$ cat src/rtl/std_fp_div_seq_if.sv
// Go/done handshake and result bus of the sequential fixed-point divider.
// The requester drives go and the operands; the divider drives results and status.
interface std_fp_div_seq_if #(
  parameter int WIDTH = 32
);
  logic             go;
  logic [WIDTH-1:0] left;
  logic [WIDTH-1:0] right;
  logic [WIDTH-1:0] out_quotient;
  logic [WIDTH-1:0] out_remainder;
  logic             done;
  logic             busy;
  logic             div_by_zero;
  logic             overflow;

  modport master (
    output go, left, right,
    input  out_quotient, out_remainder, done, busy, div_by_zero, overflow
  );

  modport slave (
    input  go, left, right,
    output out_quotient, out_remainder, done, busy, div_by_zero, overflow
  );
endinterface

$ cat src/rtl/std_fp_div_seq.sv
// Restoring shift-subtract divider computing (left << FRAC_WIDTH) / right, one bit per cycle,
// with optional two's-complement operands, divide-by-zero/left-zero fast paths and saturation.
module std_fp_div_seq #(
  parameter int WIDTH      = 32,
  parameter int INT_WIDTH  = 24,
  parameter int FRAC_WIDTH = 8,
  parameter bit SIGNED     = 1'b0
) (
  input  logic                clk,
  input  logic                reset,
  std_fp_div_seq_if.slave     bus
);
  localparam int ITER = WIDTH + FRAC_WIDTH;
  localparam int CW   = $clog2(ITER + 1);

  localparam logic [1:0] S_IDLE = 2'd0;
  localparam logic [1:0] S_RUN  = 2'd1;
  localparam logic [1:0] S_FIN  = 2'd2;

  if (INT_WIDTH != WIDTH - FRAC_WIDTH || FRAC_WIDTH < 0) begin : g_param_check
    $error("std_fp_div_seq: INT_WIDTH must equal WIDTH - FRAC_WIDTH with FRAC_WIDTH >= 0");
  end

  function automatic logic [WIDTH-1:0] mag(input logic [WIDTH-1:0] v);
    return (SIGNED && v[WIDTH-1]) ? -v : v;
  endfunction

  function automatic logic [WIDTH-1:0] sat_max(input logic neg);
    if (!SIGNED) return '1;
    return neg ? {1'b1, {(WIDTH-1){1'b0}}} : {1'b0, {(WIDTH-1){1'b1}}};
  endfunction

  // A negative result may reach -2^(WIDTH-1), one step further than a positive one.
  function automatic logic q_ovf(input logic [ITER-1:0] qm, input logic neg);
    logic [ITER-1:0] lim;
    if (!SIGNED) lim = ITER'({WIDTH{1'b1}});
    else         lim = ITER'({1'b0, {(WIDTH-1){1'b1}}}) + ITER'(neg);
    return qm > lim;
  endfunction

  logic [1:0]       state_q, state_d;
  logic [CW-1:0]    cnt_q, cnt_d;
  logic [ITER-1:0]  dq_q, dq_d;
  logic [WIDTH-1:0] rem_q, rem_d;
  logic [WIDTH-1:0] div_q, div_d;
  logic [WIDTH-1:0] lraw_q, lraw_d;
  logic             sq_q, sq_d, sr_q, sr_d, dz_q, dz_d, lz_q, lz_d;
  logic [WIDTH-1:0] quo_q, quo_d, remo_q, remo_d;
  logic             done_q, done_d, dbz_q, dbz_d, ovf_q, ovf_d;

  logic [WIDTH:0]   rem_sh;
  logic             ge;
  logic             ovf_c;
  logic [WIDTH-1:0] qt, quot_c, remv_c;

  // dq_q holds the dividend bits still to be consumed and collects quotient bits from the LSB.
  assign rem_sh = {rem_q, dq_q[ITER-1]};
  assign ge     = rem_sh >= {1'b0, div_q};

  assign ovf_c  = q_ovf(dq_q, sq_q);
  assign qt     = dq_q[WIDTH-1:0];
  assign quot_c = ovf_c ? sat_max(sq_q) : (sq_q ? -qt : qt);
  assign remv_c = sr_q ? -rem_q : rem_q;

  always_comb begin
    state_d = state_q;
    cnt_d   = cnt_q;
    dq_d    = dq_q;
    rem_d   = rem_q;
    div_d   = div_q;
    lraw_d  = lraw_q;
    sq_d    = sq_q;
    sr_d    = sr_q;
    dz_d    = dz_q;
    lz_d    = lz_q;
    quo_d   = quo_q;
    remo_d  = remo_q;
    dbz_d   = dbz_q;
    ovf_d   = ovf_q;
    done_d  = 1'b0;
    case (state_q)
      S_IDLE: begin
        if (bus.go) begin
          div_d   = mag(bus.right);
          dq_d    = ITER'(mag(bus.left)) << FRAC_WIDTH;
          rem_d   = '0;
          lraw_d  = bus.left;
          sq_d    = SIGNED && (bus.left[WIDTH-1] ^ bus.right[WIDTH-1]);
          sr_d    = SIGNED && bus.left[WIDTH-1];
          dz_d    = (bus.right == '0);
          lz_d    = (bus.left == '0);
          state_d = S_RUN;
          // Fast paths spend a single cycle in RUN by starting on the last count.
          cnt_d   = (bus.right == '0 || bus.left == '0) ? CW'(ITER - 1) : '0;
        end
      end
      S_RUN: begin
        if (!dz_q && !lz_q) begin
          dq_d  = {dq_q[ITER-2:0], ge};
          rem_d = ge ? WIDTH'(rem_sh - {1'b0, div_q}) : rem_sh[WIDTH-1:0];
        end
        cnt_d = cnt_q + 1'b1;
        if (cnt_q == CW'(ITER - 1)) begin
          cnt_d   = '0;
          state_d = S_FIN;
        end
      end
      S_FIN: begin
        state_d = S_IDLE;
        done_d  = 1'b1;
        if (dz_q) begin
          quo_d  = sat_max(lraw_q[WIDTH-1]);
          remo_d = lraw_q;
          dbz_d  = 1'b1;
          ovf_d  = 1'b0;
        end else if (lz_q) begin
          quo_d  = '0;
          remo_d = '0;
          dbz_d  = 1'b0;
          ovf_d  = 1'b0;
        end else begin
          quo_d  = quot_c;
          remo_d = remv_c;
          dbz_d  = 1'b0;
          ovf_d  = ovf_c;
        end
      end
      default: state_d = S_IDLE;
    endcase
  end

  always_ff @(posedge clk or posedge reset) begin
    if (reset) begin
      state_q <= S_IDLE;
      cnt_q   <= '0;
      dq_q    <= '0;
      rem_q   <= '0;
      div_q   <= '0;
      lraw_q  <= '0;
      sq_q    <= 1'b0;
      sr_q    <= 1'b0;
      dz_q    <= 1'b0;
      lz_q    <= 1'b0;
      quo_q   <= '0;
      remo_q  <= '0;
      done_q  <= 1'b0;
      dbz_q   <= 1'b0;
      ovf_q   <= 1'b0;
    end else begin
      state_q <= state_d;
      cnt_q   <= cnt_d;
      dq_q    <= dq_d;
      rem_q   <= rem_d;
      div_q   <= div_d;
      lraw_q  <= lraw_d;
      sq_q    <= sq_d;
      sr_q    <= sr_d;
      dz_q    <= dz_d;
      lz_q    <= lz_d;
      quo_q   <= quo_d;
      remo_q  <= remo_d;
      done_q  <= done_d;
      dbz_q   <= dbz_d;
      ovf_q   <= ovf_d;
    end
  end

  assign bus.out_quotient  = quo_q;
  assign bus.out_remainder = remo_q;
  assign bus.done          = done_q;
  assign bus.busy          = (state_q != S_IDLE);
  assign bus.div_by_zero   = dbz_q;
  assign bus.overflow      = ovf_q;
endmodule

$ cat src/flat_wrapper.sv
// flat-port wrapper written by rule: the top's interface ports become plain ports
module std_fp_div_seq_flat 
#(
  parameter int WIDTH      = 32,
  parameter int INT_WIDTH  = 24,
  parameter int FRAC_WIDTH = 8,
  parameter bit SIGNED     = 1'b0
)
  (clk, reset, bus_go, bus_left, bus_right, bus_out_quotient, bus_out_remainder, bus_done, bus_busy, bus_div_by_zero, bus_overflow);
  std_fp_div_seq_if #(.WIDTH(WIDTH)) bus_i ();
  input  logic clk;
  input  logic reset;
  input wire logic [$bits(bus_i.go)-1:0] bus_go;
  input wire logic [$bits(bus_i.left)-1:0] bus_left;
  input wire logic [$bits(bus_i.right)-1:0] bus_right;
  output wire logic [$bits(bus_i.out_quotient)-1:0] bus_out_quotient;
  output wire logic [$bits(bus_i.out_remainder)-1:0] bus_out_remainder;
  output wire logic [$bits(bus_i.done)-1:0] bus_done;
  output wire logic [$bits(bus_i.busy)-1:0] bus_busy;
  output wire logic [$bits(bus_i.div_by_zero)-1:0] bus_div_by_zero;
  output wire logic [$bits(bus_i.overflow)-1:0] bus_overflow;
  assign bus_i.go = bus_go;
  assign bus_i.left = bus_left;
  assign bus_i.right = bus_right;
  assign bus_out_quotient = bus_i.out_quotient;
  assign bus_out_remainder = bus_i.out_remainder;
  assign bus_done = bus_i.done;
  assign bus_busy = bus_i.busy;
  assign bus_div_by_zero = bus_i.div_by_zero;
  assign bus_overflow = bus_i.overflow;
  std_fp_div_seq #(.WIDTH(WIDTH), .INT_WIDTH(INT_WIDTH), .FRAC_WIDTH(FRAC_WIDTH), .SIGNED(SIGNED)) u_core (.clk(clk), .reset(reset), .bus(bus_i));
endmodule
$ cat config.mk
export PLATFORM = sky130hd
export DESIGN_NAME = std_fp_div_seq_flat
export DESIGN_NICKNAME = d
export VERILOG_FILES = /design/src/rtl/std_fp_div_seq_if.sv /design/src/rtl/std_fp_div_seq.sv /design/src/flat_wrapper.sv
export SDC_FILE = /design/constraint.sdc
export NUM_CORES = 1
export LEC_CHECK = 0
export CAP_MARGIN = 20
export CORE_ASPECT_RATIO = 1.1
export CORE_MARGIN = 5
export CORE_UTILIZATION = 60
export CTS_BUF_LIST = sky130_fd_sc_hd__clkbuf_8
export CTS_CLUSTER_DIAMETER = 40
export DETAILED_ROUTE_END_ITERATION = 10
export PLACE_DENSITY = 0.85
export SYNTH_ARGS = -nofsm -noshare
export SYNTH_HDL_FRONTEND = slang
export SYNTH_SLANG_ARGS = --single-unit
export TNS_END_PERCENT = 1
$ cat constraint.sdc
create_clock -name clk -period 15.4 [get_ports clk]
set_input_delay 3.08 -clock clk [delete_from_list [all_inputs] [get_ports clk]]
set_output_delay 3.08 -clock clk [all_outputs]
set_load 0.01 [all_outputs]
* Word level (Yosys, flattened, before mapping)
Index checks and enable logic that the tools add are counted.
** Storage, ports and cells
- Output and inout bits :: 68
- Register bits :: 213
- Bits of input ports :: 67
- Word-level logic and storage cells :: 63
** Cells by class
- Reductions and logical operators :: 13
- Add/sub/neg operators :: 2
- Equal/unequal tests :: 6
- Mux-type cells :: 27
- $lt $le $gt $ge :: 2
** Operators by type and width (number)
- $mux W32 :: 10
- $mux W40 :: 2
- $pmux W40 S2 :: 1
- $logic_not A32 Y1 :: 2
- $pmux W32 S2 :: 1
- $gt A40 B32 Y1 const B :: 1
- $ge A33 B32 Y1 :: 1
- $sub A32 B32 Y32 :: 1
- $mux W6 :: 3
- $pmux W6 S2 :: 1
- $add A6 B1 Y6 const B :: 1
- $eq A6 B6 Y1 const B :: 1
- $mux W1 :: 6
- $reduce_and A2 Y1 :: 3
- $mux W2 :: 2
- $ne A2 B1 Y1 const B :: 2
- $pmux W2 S2 :: 1
- $reduce_bool A2 Y1 :: 2
- $reduce_and A3 Y1 :: 1
- $eq A2 B1 Y1 const B :: 1
- $eq A2 B2 Y1 const B :: 1
- $logic_not A1 Y1 :: 2
- $logic_not A2 Y1 :: 1
- $ne A2 B2 Y1 const B :: 1
- 2 further kinds :: 2

* Logic depth before layout (Yosys ltp)
- Word-level depth :: 5
- Mapped depth :: 13
- Gate-level depth less buffers :: 11

* Worst setup path before layout
No wires, ideal clock.
- Kind :: input to register
- From :: in bus_go
- To :: reg u_core.rem_q[2]
- Arrival :: 4.258 ns
- Stages on the path :: 7
- Path slack :: 11.055 ns
- Setup time :: 0.087 ns
- Data required time :: 15.313 ns
- Buffers on the path :: 3
- Cell sequence :: and2_1 > clkbuf_1 > nor2_1 > clkbuf_1 > buf_1 > nand2_1 > o211ai_1
** Between the ends
- Longest elaborated chain between the ends :: 2
** Ends and longest elaborated chain
- start: declaration :: RTL line flat_wrapper.sv:13 : input wire logic [$bits(bus_i.go)-1:0] bus_go;
- $ne A2 B2 Y1 (no source line)
- $reduce_and A3 Y1 (no source line)
- end signal: assignment :: RTL line std_fp_div_seq.sv:153 : rem_q <= rem_d;
- end: declaration :: RTL line std_fp_div_seq.sv:44 : logic [WIDTH-1:0] rem_q, rem_d;
Every way passes these cells.
A chain may end at the register's enable or synchronous reset.

* Worst setup path after layout
- From :: in bus_go
- To :: reg u_core.rem_q[13]
Same word-level chain as after synthesis.

==> flow_summary.yaml <==
clock_tree:
  tritoncts: "yes"
  cts_resized: 0
  clockBufferDepth: 3
  clockRootBuffer: "clkbuf_8"
  holdBufCountCts: 0
  cts_num_sinks: 213
  path_clk_slew_ns: 0.06
  h-tree-depth: 2
  cts_buffers: 37
  post-cts-setup-buffer-count: 0
  clk_latency_ns: 0.54
global_routing:
  grt_pass1_vias: 9737
  antenna_found_initial: 0
  track_usage_pct: 27.7
  grt_pass1_wl_mm: 49.3
  grt_overflow: 0
  grt_start_max_net_pins: 130
timing:
  period_minus_slack_ns: 4.90
  rsz0062_at_grt: "false"
  relSlewSlack_pct: 32.0
  clock_skew_ns: 0.0259
  slew_violations: 0
  fin_setup_tns_ns: 0
  fin_crit_sh_pct: 31.8
  hold_ws_ns: 0.480
  max_slew.worst_pin.slew_ns: 1.02
  finalWorstSetupSlack_ns: 10.50
  hold_viol: 0
  setup-violations-final: 0
  max_freq_mhz: 204
layout:
  layout_commonest_cell: "nand2_1"
  area_delta_synth_final_pct: 19.8
  drive_gt1_share_pct: 6.18
  layout_common_cells: "292 x nand2_1, 213 x dfrtp_1, 139 x nor2_1"
  nNetsFinal: 1515
  layout.cells.non_filler: 1683
  num_antenna_cells: 0
yosys:
  syn-instance-count: 1311
  synth.avg_cell_area_um2: 8.55
  ys_ff_latch: 213
  async_flop_share_pct: 100
  yosysSeqAreaShare_pct: 47.5
  synth.distinct_cells: 70
  ys_warn_count: 0
  synth_nets: 1412
  synth_edf_count: 0
  syn-cell-area_mm2: 0.0112
  synth_ff_type: "dfrtp_1"
worst_setup_path:
  rr_endpoint: "u_core.rem_q[14]$_DFFE_PP0P_"
  start_kind: "input pin"
  r2r_cells: 8
  path_max_fanout: 100
  max_stage_delay_ns: 0.91
  r2r_slack_ns: 11.83
  r2r_start: "u_core.rem_q[6]$_DFFE_PP0P_"
  worstSetupPathType: "in -> reg"
  end_kind: "flip-flop"
  worstPathRequired_ns: 15.84
  cp.arrival_ns: 5.34
  worstPathCellList: "clkdlybuf4s50_1, and2_2, buf_4, nor2_4, nand2_1, o31a_1, o21ai_0"
  crit_slowest_cell: "nor2_4"
route:
  vias: 10300
  routed_wirelength_mm: 30.2
  via_per_inst: 6.12
  drt_iter0_drc: 1046
  drc_errors: 0
  first_pass_iters: 6
  wl_per_cell_um: 17.9
  antenna_left: 0
power_and_ir_drop:
  power.leakage_uw: 0.00588
  ir_worst_vdd_mv: 0.0914
  power.density_mw_per_mm2: 159
place:
  io_buffers: 134
  routabilityCongestion: 0.931
  dp_hpwl_mm: 21.0
  place_ws_ns: 9.97
  place_inst: 1615
hold_path:
  holdPathEnd: "u_core.lraw_q[21]$_DFFE_PP0P_"
  holdPathStages: 2
  hold_class: "reg -> reg"
  min_from: "u_core.lraw_q[21]$_DFFE_PP0P_"
die:
  floorplan.die_area_mm2: 0.0215
  pin_count: 135
  start_util_pct: 60.9
  die_y_um: 153
  die_w_um: 140
  num_rows: 52
  core_mm2: 0.0184
job:
  cap_violations: 0
outcome:
  status: "finished clean"
-- layer usage --
layer | track usage [%] | part of all wire [%] | vias up
li1 | - | - | 4811
met1 | 38.4 | 41 | 4944
met2 | 43.7 | 47 | 457
met3 | 4.78 | 8.3 | 84
met4 | 10.9 | 3.4 | 0
met5 | 0 | 0 | -
-- worst max-delay path: cells and delay by family --
kind,cells,cell delay [ns]
buffers and inverters,2,0.79
AND/OR/NAND/NOR,3,1.24
AO/OA/AOI/OAI,2,0.21
-- layout make-up --
type	count	area (um2)
timing repair buffer	149	1500
tap	243	304
clock inverter	20	105
inverter	45	176
clock buffer	45	619
multi-input combinational	968	5390
fill	1358	4980
sequential	213	5330
-- report_power, final --
group	switching (uW)	internal, uW
clock network	231	267
logic	517	365
registers	94.3	655
total	843	1290
-- synthesized netlist by cell type (3+ instances only) --
cell	number	share of area (%)
o21ai_1	4	0.18
o21a_1	5	0.33
nand2b_1	4	0.22
xor2_1	11	0.86
nor3_1	8	0.36
xnor2_1	12	0.94
buf_1	14	0.47
a22o_1	6	0.47
nor3b_1	11	0.74
o31a_1	8	0.63
and3_1	8	0.45
or2_2	4	0.22
inv_1	44	1.5
nor2_1	142	4.8
ha_1	33	3.7
o21bai_1	35	2.3
a31o_2	3	0.23
nand3_1	18	0.80
nand4_1	13	0.73
o21ai_0	80	3.6
or3_1	9	0.50
a21o_1	12	0.80
a21oi_1	73	3.3
o2111ai_1	6	0.47
o31ai_1	5	0.33
nand2_1	293	9.8
a21boi_0	3	0.20
a221oi_1	20	1.6
clkbuf_1	65	2.2
nor2b_1	6	0.33
and2_1	4	0.22
a32o_1	5	0.45
o211ai_1	34	2.3
nor4_1	21	1.2
a31oi_1	37	2.1
dfrtp_1	213	48
-- flip-flops by register name (all words and copies together) (netlist names), 2 cells and up --
register / flops
u_core.lraw_q: 32
u_core.cnt_q: 6
u_core.bus.out_quotient: 32
u_core.bus.out_remainder: 32
u_core.rem_q: 32
u_core.state_q: 2
u_core.dq_q: 40
u_core.div_q: 32
-- logic make-up after synthesis --
group / after synthesis / share of synthesized area, %
and+or+nand+nor: 550 / 21.0
xor gates and xnor gates: 23 / 1.80
AOI/OAI and AO/OA: 361 / 21.3
adders and majority gates: 34 / 3.86
DFF: 213 / 47.5
buffers and inverters: 130 / 4.55
-- how the worst max path moves through the flow --
stage          cells after the start  slack, ns    from                                     end
5_1_grt                            7      10.36  bus_go            u_core.rem_q[18]$_DFFE_PP0P_
4_1_cts                            6      10.54  bus_go            u_core.rem_q[14]$_DFFE_PP0P_
6_report                           7      10.50  bus_go            u_core.rem_q[13]$_DFFE_PP0P_
3_3_place_gp                       3      10.05   reset  u_core.bus.out_quotient[2]$_DFFE_PP0P_
3_5_place_dp                       7       9.97  bus_go            u_core.rem_q[13]$_DFFE_PP0P_
2_1_floorplan                      1       6.50   reset      u_core.bus.div_by_zero$_DFFE_PP0P_
-- metrics by stage --
step | power, uW | cell area (um2) | utilization, %
detailed placement | 1610 | 12600 | 68.7
finish | 2130 | 13400 | 72.9
floorplan | 1400 | 11200 | -
global placement | 1590 | 12600 | 68.6
global route | 2270 | 13400 | 72.9
CTS | 2120 | 13400 | 72.6
(Power assumes the default switching activity.)
==> RTL edit (same flow settings) <==
Compare `cnt_q` against `CW'(ITER - 1)` with >= in place of ==.
--- a/src/rtl/std_fp_div_seq.sv
+++ b/src/rtl/std_fp_div_seq.sv
@@ -100,7 +100,7 @@
           rem_d = ge ? WIDTH'(rem_sh - {1'b0, div_q}) : rem_sh[WIDTH-1:0];
         end
         cnt_d = cnt_q + 1'b1;
-        if (cnt_q == CW'(ITER - 1)) begin
+        if (cnt_q >= CW'(ITER - 1)) begin
           cnt_d   = '0;
           state_d = S_FIN;
         end
Formal check against the unedited RTL: same outputs for any inputs over 4 cycles, from zero or initial values and one cycle with reset high; that may be too few to reach the edited logic, so the function may still have changed.
==> RTL edit against the original RTL <==
- routed wire length down 4.5%
- synthesized cell count down 4.7%
- sequential power up 30%
- setup slack better by 0.026 ns
- critical path depth up 1
- sequential cell count unchanged
- maximum frequency up 0.54%
- total power up 51%
- synthesized area down 1.6%
- cell area down 1.5%
- largest cell class is now sequential cells
==> RTL edit: results (changes against the original RTL) <==
metric	value	unit	change
status	finished, final reports clean		unchanged
worst_slew_pin_slew	1.12	ns	was 1.02 ns
gp_congestion	0.994		was 0.931
grt_pass1_vias	9313		was 9737
firstDrtPassIters	5		was 6
yosysWarningCount	0		unchanged
grt_first_pass_wirelength	47300	um	was 49300 um
max-vdd-ir-drop	0.171	mV	was 0.0914 mV
fin_skew	0.0131	ns	was 0.0259 ns
grt.met3_usage	4.90	%	was 4.78%
p_leak	0.00588	uW	about the same
cpPeakStageDelay	0.61	ns	was 0.91 ns
r2r_slack	11.60	ns	was 11.83 ns
timing.rr.end	u_core.rem_q[22]		was u_core.rem_q[14]
place_inst	1559		was 1615
syn_avg_cell_area	8.83	um2	was 8.55 um2
holdWs	0.479	ns	was 0.480 ns
netlist_top_cells_area	dfrtp_1 48%, nand2_1 9.2%, nor2_1 4.9%		was dfrtp_1 48%, nand2_1 9.8%, nor2_1 4.8%
grt_use_met2	43.7	%	about the same
vias	9681		was 10300
largest_register_ffs	40		unchanged
whs_endpoint	u_core.lraw_q[24]		was u_core.lraw_q[21]
worst_r2r_path_depth	10		was 8
r2r-start	u_core.rem_q[10]		was u_core.rem_q[6]
use_met1	36.6	%	was 38.4%
num_antenna_cells	0		unchanged
min-delay-start	u_core.lraw_q[24]		was u_core.lraw_q[21]
grt_max_degree	139		was 130
yosysTopAreaCellShare	48.3	%	was 47.5%
hpwl	20200	um	was 21000 um
initialDrtViolationCount	772		was 1046
final_nets	1458		was 1515
drive_above_1_share	6.32	%	was 6.18%
wirelength	28900	um	was 30200 um
antenna_found_initial	0		unchanged
worstPathMaxFanout	6		was 100
cpMaxStageDelayCell	nor4_1		was nor2_4
clock_latency	0.51	ns	was 0.54 ns
arrival	5.30	ns	was 5.34 ns
track_usage	26.9	%	was 27.7%
synth_edf_count	0		unchanged
synth_common_cells	269 x nand2_1, 213 x dfrtp_1, 143 x nor2_1		was 293 x nand2_1, 213 x dfrtp_1, 142 x nor2_1
ys_types	61		was 70
syn-num-nets	1351		was 1412
cts_inserted_buffers	36		was 37
ys_seq_area_share	48.3	%	was 47.5%
clockBufferDepth	3		unchanged
finalNonFillerCells	1620		was 1683
top_register	u_core.dq_q		unchanged
==> RTL edit: cell count changes after synthesis, sizes merged, moves of 11 or more <==
cell and delta:
a21oi -14, mux2i +27, nand2 -24, o211ai -23, o21ai -11
==> RTL edit: cell families after synthesis <==
family	synth area share [%]
adders and majority gates	3.92
buffers and inverters	4.47
xor gates and xnor gates	2.14
muxes	2.59
AOI/OAI and AO/OA	19.2
and+or+nand+nor	19.4
DFF	48.3
==> RTL edit: tightest hold or removal path, cell delays in order, from the launching register on <==
cell,delay (ns)
dfrtp_1,0.34
nand2_1,0.05
nand2_1,0.06
==> RTL edit: worst max path at each step <==
stage | from | endpoint | slack [ns]
2_1_floorplan | reset | u_core.bus.div_by_zero | 6.50
3_3_place_gp | bus_right[25] | u_core.cnt_q[5] | 9.94
3_5_place_dp | bus_right[25] | u_core.cnt_q[2] | 9.94
4_1_cts | bus_right[25] | u_core.cnt_q[5] | 10.46
5_1_grt | reset | u_core.cnt_q[0] | 10.32
6_report | bus_right[25] | u_core.cnt_q[5] | 10.52
==> RTL edit: layout make-up <==
| cell class | instances | area [um2] |
|---|---|---|
| Clock buffer | 44 | 606 |
| Clock inverter | 14 | 92.6 |
| Fill cell | 1359 | 4980 |
| Inverter | 44 | 173 |
| Multi-Input combinational cell | 913 | 5230 |
| Sequential cell | 213 | 5330 |
| Tap cell | 243 | 304 |
| Timing Repair Buffer | 149 | 1490 |
==> RTL edit: through the flow <==
stage	instance area, um2	utilization (%)	setup slack (ns)	power (uW)
after floorplan	11000	-	6.50	2250
after global placement	12500	68.5	9.94	2630
after detailed placement	12500	68.5	9.94	2690
after CTS	13200	72.3	10.46	3200
after global routing	13200	72.6	10.32	3480
final	13200	72.6	10.52	3230
==> RTL edit: layer usage <==
metal / routed length, um / share of wire (%)
met1: 12200 / 42
met2: 13800 / 48
met3: 2030 / 7.0
met4: 865 / 3.0
met5: 0 / 0
==> RTL edit: power breakdown <==
| group | internal, uW | leakage, uW | total [uW] | switching, uW |
|---|---|---|---|---|
| Combinational | 739 | 0.00305 | 1750 | 1010 |
| Clock | 274 | 0.000387 | 495 | 222 |
| Sequential | 800 | 0.00244 | 977 | 177 |
